<file path="src/rtl/wt_mem_req_issuer.sv">
// wt_mem_req_issuer: initiator end of the write-through dcache memory interface.
// Accepts agent load/store commands, issues them over the req/ack handshake with
// a transaction id, tracks outstanding tids and matches returns by tid.
// Ports:
//   clk_i, rst_i           clock, asynchronous active-high reset
//   cmd_*                  agent command (valid/ready, we, nc, size, paddr, wdata)
//   mem_data_*             memory request (req/ack, we, tid, nc, size, paddr, data)
//   mem_rtrn_*             memory return (vld, type, tid, data), no backpressure
//   rsp_*                  completion pulse to the agent (we, tid, data)
//   inv_cnt_o              saturating invalidation count
//   outstanding_o          number of busy tids
//   err_o                  sticky protocol error
//   idle_o                 no request pending and no tid busy
// Optional: define WT_MEM_REQ_TIMEOUT_EN to free tids outstanding for TimeoutCycles.
module wt_mem_req_issuer #(
  parameter int NumTids       = 4,
  parameter int LineWidth     = 128,
  parameter int TimeoutCycles = 1024,
  localparam int TidW         = $clog2(NumTids)
) (
  input  logic                 clk_i,
  input  logic                 rst_i,
  input  logic                 cmd_valid_i,
  output logic                 cmd_ready_o,
  input  logic                 cmd_we_i,
  input  logic                 cmd_nc_i,
  input  logic [2:0]           cmd_size_i,
  input  logic [63:0]          cmd_paddr_i,
  input  logic [63:0]          cmd_wdata_i,
  output logic                 mem_data_req_o,
  input  logic                 mem_data_ack_i,
  output logic                 mem_data_we_o,
  output logic [TidW-1:0]      mem_data_tid_o,
  output logic                 mem_data_nc_o,
  output logic [2:0]           mem_data_size_o,
  output logic [63:0]          mem_data_paddr_o,
  output logic [63:0]          mem_data_data_o,
  input  logic                 mem_rtrn_vld_i,
  input  logic [1:0]           mem_rtrn_type_i,
  input  logic [TidW-1:0]      mem_rtrn_tid_i,
  input  logic [LineWidth-1:0] mem_rtrn_data_i,
  output logic                 rsp_valid_o,
  output logic                 rsp_we_o,
  output logic [TidW-1:0]      rsp_tid_o,
  output logic [LineWidth-1:0] rsp_data_o,
  output logic [31:0]          inv_cnt_o,
  output logic [TidW:0]        outstanding_o,
  output logic                 err_o,
  output logic                 idle_o
);
  typedef enum logic {IDLE, REQ} state_e;
  state_e              state;
  logic [NumTids-1:0]  busy, is_st, busy_set, busy_clr, tmo;
  logic [TidW-1:0]     free_tid;
  logic                accept, bad_st, cached_ld, acked, rtrn_ack, rtrn_ok, err_set;
  // ready/idle are held low while reset is asserted so every output reads 0
  assign cmd_ready_o    = !rst_i && state == IDLE && !(&busy);
  assign idle_o         = !rst_i && state == IDLE && !(|busy);
  assign mem_data_req_o = state == REQ;
  always_comb begin
    accept    = cmd_valid_i && cmd_ready_o;
    bad_st    = cmd_we_i && cmd_size_i == 3'b111;
    cached_ld = !cmd_we_i && !cmd_nc_i;
    acked     = state == REQ && mem_data_ack_i;
    rtrn_ack  = mem_rtrn_vld_i && !mem_rtrn_type_i[1];
    // a tid being acked this cycle is not yet busy, so a return for it is unexpected
    rtrn_ok   = rtrn_ack && busy[mem_rtrn_tid_i] && is_st[mem_rtrn_tid_i] == mem_rtrn_type_i[0]
                && !(acked && mem_rtrn_tid_i == mem_data_tid_o);
    busy_set  = acked ? NumTids'(1) << mem_data_tid_o : '0;
    busy_clr  = (rtrn_ok ? NumTids'(1) << mem_rtrn_tid_i : '0) | tmo;
    err_set   = (rtrn_ack && !rtrn_ok) || (mem_rtrn_vld_i && mem_rtrn_type_i == 2'b11)
                || (accept && bad_st) || |tmo;
    free_tid  = '0;
    for (int i = NumTids - 1; i >= 0; i--) if (!busy[i]) free_tid = TidW'(i);
    outstanding_o = '0;
    for (int i = 0; i < NumTids; i++) outstanding_o = outstanding_o + (TidW + 1)'(busy[i]);
  end
  always_ff @(posedge clk_i or posedge rst_i) begin
    if (rst_i) begin
      state            <= IDLE;
      busy             <= '0;
      is_st            <= '0;
      mem_data_we_o    <= 1'b0;
      mem_data_tid_o   <= '0;
      mem_data_nc_o    <= 1'b0;
      mem_data_size_o  <= '0;
      mem_data_paddr_o <= '0;
      mem_data_data_o  <= '0;
      rsp_valid_o      <= 1'b0;
      rsp_we_o         <= 1'b0;
      rsp_tid_o        <= '0;
      rsp_data_o       <= '0;
      inv_cnt_o        <= '0;
      err_o            <= 1'b0;
    end else begin
      busy        <= (busy & ~busy_clr) | busy_set;
      err_o       <= err_o | err_set;
      rsp_valid_o <= rtrn_ok;
      if (acked) is_st[mem_data_tid_o] <= mem_data_we_o;
      // a line-sized store is swallowed: flagged as an error, never issued
      if (accept && !bad_st) begin
        state            <= REQ;
        mem_data_we_o    <= cmd_we_i;
        mem_data_tid_o   <= free_tid;
        mem_data_nc_o    <= cmd_nc_i;
        mem_data_size_o  <= cached_ld ? 3'b111 : cmd_size_i;
        mem_data_paddr_o <= cached_ld ? cmd_paddr_i & ~64'(LineWidth / 8 - 1) : cmd_paddr_i;
        mem_data_data_o  <= cmd_wdata_i;
      end else if (acked) begin
        state <= IDLE;
      end
      if (rtrn_ok) begin
        rsp_we_o   <= mem_rtrn_type_i[0];
        rsp_tid_o  <= mem_rtrn_tid_i;
        rsp_data_o <= mem_rtrn_type_i[0] ? '0 : mem_rtrn_data_i;
      end
      if (mem_rtrn_vld_i && mem_rtrn_type_i == 2'b10 && !(&inv_cnt_o)) inv_cnt_o <= inv_cnt_o + 32'd1;
    end
  end
`ifdef WT_MEM_REQ_TIMEOUT_EN
  localparam int CntW = $clog2(TimeoutCycles + 1);
  // per-tid age counter, restarted when the tid is handed out
  for (genvar i = 0; i < NumTids; i++) begin : g_tmo
    logic [CntW-1:0] cnt;
    always_ff @(posedge clk_i or posedge rst_i) begin
      if (rst_i) cnt <= '0;
      else cnt <= busy_set[i] ? '0 : busy[i] ? cnt + 1'b1 : cnt;
    end
    assign tmo[i] = busy[i] && cnt == CntW'(TimeoutCycles - 1);
  end
`else
  assign tmo = '0;
`endif
endmodule

</file>
<file path="config.mk">
export PLATFORM = sky130hd
export DESIGN_NAME = wt_mem_req_issuer
export DESIGN_NICKNAME = d
export VERILOG_FILES = /design/src/rtl/wt_mem_req_issuer.sv
export SDC_FILE = /design/constraint.sdc
export NUM_CORES = 1
export LEC_CHECK = 0
export ABC_AREA = 0
export ABC_CLOCK_PERIOD_IN_PS = 25700
export BUFFER_PORTS_ARGS = -buffer_cell sky130_fd_sc_hd__buf_4
export CAP_MARGIN = 0
export CORE_AREA = 4 4 221 223
export CTS_BUF_LIST = sky130_fd_sc_hd__clkbuf_8
export CTS_CLUSTER_DIAMETER = 30
export DETAILED_ROUTE_END_ITERATION = 16
export DIE_AREA = 0 0 225 227
export GPL_TIMING_DRIVEN = 1
export MAX_ROUTING_LAYER = met4
export SYNTH_ARGS = -nofsm -noshare
export SYNTH_HDL_FRONTEND = slang
export SYNTH_SLANG_ARGS = --single-unit
export TNS_END_PERCENT = 10
</file>
<file path="constraint.sdc">
create_clock -name clk_i -period 25.7 [get_ports clk_i]
set_input_delay 5.14 -clock clk_i [delete_from_list [all_inputs] [get_ports clk_i]]
set_output_delay 5.14 -clock clk_i [all_outputs]
set_load 0.01 [all_outputs]
</file>
# Word-level counts from Yosys, hierarchy flattened
# Index checks and enable logic that the tools add are counted.
# totals
reg_bits,309
input_bits,270
# classes
add_sub_neg,4
magnitude_cmp,3
eq_ne,5
shifts,2
n_mux,18
bitwise_logic,5
n_reduce_logical,35
# ops
operator,count
two-way mux 128 bit,1
adder 32 x 1 -> 32 bit (second input constant),1
AND reduction 32 bit,1
logical AND 1 bit,19
two-way mux 4 bit,3
logical NOT 1 bit,10
two-way mux 2 bit,4
left shift 1 x 2 -> 4 bit (first input constant),2
< comparator 2 x 3 -> 1 bit (second input constant),2
two-way mux 1 bit,5
AND 4 bit,1
binary-select mux 1 bit (select 2 bit),2
bitwise mux 4 bit,1
== test 2 bit (second input constant),2
inverter 4 bit,1
OR 4 bit,1
AND reduction 4 bit,1
OR reduction 4 bit,1
adder 2 x 1 -> 3 bit,1
adder 3 x 1 -> 3 bit,1
== test 3 bit (second input constant),1
two-way mux 3 bit,1
adder 1 x 1 -> 2 bit,1
demux 1 bit (select 2 bit),1
other kinds (7),8

# Longest topological paths before layout
# logic_depth
depth_word,10
depth_mapped,9
mapped_depth_nobuf,6

# Worst setup path before layout
# No wires, ideal clock.
# synth_path
path_kind,input to output
from,input rst_i
to,output idle_o
arrival_time_ns,12.508
t_required_ns,20.560
setup_slack_ns,8.052
cell_stages,2
cell_sequence,inv_1 -> and4_1
# synth_between
elab_chain_cells,3
# synth_rtl
element,line_no,rtl
start: declaration,22,"input logic rst_i,"
logical NOT 1 bit (no line),-,
logical AND 1 bit (2 in series),58,assign idle_o = !rst_i && state == IDLE && !(|busy);
end: declaration,49,output logic idle_o
# No other way between the ends.

# Worst setup path after layout
# Same ends and word-level chain as after synthesis.

==> summary.txt <==
Slew Viols, Final = 0
Htree depth = 3
Post-synthesis mux area share = 0.115
Startpoint class of the critical path = input pin
CP Data Required Time = 20560 ps
WL/cell = 17.7 um
Pwr dens = 104 nW/um^2
Sequential-to-total area share from yosys stat = 0.603
Initial antenna violation count = 5
Clk pwr share = 0.349
GP Congestion = 0.794
Largest family of logic cells by synthesized area = simple AND/OR/NAND/NOR gates
Register bit total from synthesis = 309
DP Wirelength = 30600 um
Setup bufs post-CTS = 0
Detailed Routing Iterations Pass 1 = 4
Synth top area cells = dfrtp_1 60%, mux2_2 11%, nand2b_1 6.3%
Die Ht = 227 um
Status = finished clean
Mean Syn Cell Area = 11.8 um^2
Clock tree buffer depth = 3
Initial Utilization = 0.275
Comb pwr share = 0.290
Post-Synth Adder-Cell Area = 0.00644
Ports = 576
Area Overhead vs Synth = 52.1%
Post-DRT Antenna Nets = 0
Drt total wl = 41900 um
Syn Inst Count = 1089
Largest net degree at the start of global routing = 157
Max Cap Viol = 0
Crit path kind = in2out
EDFF count, synth = 0
Core area = 46600 um^2
Slew HR = 0.288
Async set-reset flop share out of synthesis = 1.00
Slew at the pin closest to its max-slew limit = 1070 ps
Synth unique cells = 48
FP Rows = 79
Die ar. = 51100 um^2
CTS tree = yes
Share of Yosys cell area claimed by the top area cell type = 0.603
Num CTS Buffers = 79
Synth Area in Simple Gates = 0.146
CTS resizes = 0
Post-synth top cells = 309 x dfrtp_1, 160 x nand2_1, 130 x nand2b_1
Sequential share of power = 0.360
Placed standard-cell area = 17600 um^2
Compound-Gate Fraction of Synth Area = 0.0718
P_leak = 9.53 nW
Vias in the first global route = 10700
Final Hold Fails = 0
Yosys Warn Count = 0
Worst-Skew Late Latency = 640 ps
Achievable Freq = 87.5 MHz
Syn Nets = 1365
Design area = 19500 um^2
Total grt overflow = 0
PortBufs = 575
Fin Setup TNS = 0 ps
Crit end category = output port
Global-route wire length before repair = 62200 um
Net Sw Frac = 0.311
Layout Nets = 1966
Layout cells sized above 1 = 0.487
VDD IR max = 0.0489 mV
Most frequent cell after synthesis = dfrtp_1
Worst path arrival time = 6290 ps
Worst hold path type = reg2reg
Layout Skew = 27.9 ps
Clock sinks = 309
Tmin final = 11430 ps
XOR/XNOR Fraction of Synth Area = 0.0266
Final routed DRC violation total = 0
Dominant synthesized flop cell = dfrtp_1
Final setup fails = 0
Gr usage total = 0.160
Final period util = 0.445
Initial drt markers = 430
CTS Root Cell = clkbuf_8
Pint = 1.40 mW
Fillers = 4507
Synth Cell Area = 12800 um^2
Critical Path Fanout Max = 101
DR vias = 10300
DIE WIDTH = 225 um
P_sw = 632 uW
Vias per Instance = 4.35
Worst-path clk slew = 40 ps
Cell taking the most area after synthesis = dfrtp_1
Hold_buf cts = 0
RSZ-0062 raised after global routing = no
-- sequential cells by signal (all words and copies together), names as in the netlist --
signal / flops
rsp_we_o: 1
rsp_tid_o: 2
err_o: 1
is_st: 4
mem_data_nc_o: 1
mem_data_req_o: 1
inv_cnt_o: 32
mem_data_we_o: 1
rsp_valid_o: 1
mem_data_data_o: 64
mem_data_paddr_o: 64
mem_data_size_o: 3
busy: 4
rsp_data_o: 128
mem_data_tid_o: 2
-- layout by cell type (no fill, tap or decap), types with 5 or more instances in the layout --
master,instances
buf_4,580
dfrtp_1,309
nand2_1,160
nand2b_1,130
mux2_2,129
o21ai_0,105
clkbuf_8,96
o21ai_1,44
inv_1,25
xnor2_1,20
nor2_1,19
xor2_1,19
nand4_1,17
nand3_1,13
bufinv_16,11
clkinv_2,11
diode_2,5
and4_1,5
ha_1,5
-- routing by layer --
layer / vias to the layer above / part of all wire / routed length (um) / global-route usage
met5: - / 0 / 0 / -
met4: 0 / 0.027 / 1110 / 0.0658
met3: 72 / 0.091 / 3810 / 0.0549
met2: 414 / 0.50 / 21100 / 0.265
met1: 4898 / 0.38 / 15900 / 0.179
li1: 4893 / - / - / -
-- cell families (layout without fill, tap and decap cells) --
kind of cell | Yosys count | count (layout)
AND/OR/NAND/NOR | 364 | 364
flip-flops | 309 | 309
AO/OA/AOI/OAI | 166 | 166
multiplexers | 131 | 131
buffers and inverters | 74 | 737
XOR/XNOR | 39 | 39
adder cells (fa/ha/maj) | 6 | 6
other | 0 | 5
-- critical path, stage by stage --
cell	delay, ps
buf_4	140
inv_8	500
and4_1	320
buf_4	130
-- power groups by stage --
stage	Combinational (mW)	Sequential, mW	Clock, mW
floorplan	0.186	0.794	0
global placement	0.596	0.732	0
detailed placement	0.603	0.738	0
CTS	0.603	0.733	0.734
global route	0.640	0.752	0.758
finish	0.590	0.732	0.710
-- final cells by class --
cell class,instances,area (um^2),area share
sequential,309,7730,0.396
clock inverter,47,552,0.0283
timing repair buffer,581,4370,0.224
tap,607,759,0.0389
antenna,5,12.5,0.000641
multi-input combinational,706,4700,0.241
clock buffer,96,1320,0.0677
inverter,13,56.3,0.00289
-- final timing paths --
check                                            from                               end  slack, ps  cells past startpoint
setup / recovery                                rst_i                            idle_o      14270                      4
min in group asynchronous                       rst_i  mem_data_paddr_o[59]$_DFFE_PP0P_       4640                      2
max in group asynchronous                       rst_i                   err_o$_DFF_PP0_      19580                      3
setup reg to reg                    busy[1]$_DFF_PP0_  mem_data_paddr_o[49]$_DFFE_PP0P_      22440                      5
hold reg to reg            rsp_data_o[85]$_DFFE_PP0P_        rsp_data_o[85]$_DFFE_PP0P_        480                      2
hold / removal             rsp_data_o[85]$_DFFE_PP0P_        rsp_data_o[85]$_DFFE_PP0P_        480                      2
-- stage by stage --
stage / worst slack, ps / hold WS [ps] / std cells / utilization / power, mW
floorplan: 8050 / 487 / 1089 / - / 0.980
global placement: 14270 / 466 / 2216 / 0.379 / 1.33
detailed placement: 14240 / 471 / 2216 / 0.379 / 1.34
CTS: 14230 / 482 / 2359 / 0.419 / 2.07
global route: 14120 / 507 / 2364 / 0.419 / 2.15
finish: 14270 / 477 / 2364 / 0.419 / 2.03
Note: power is estimated with default switching activity, not from simulation.
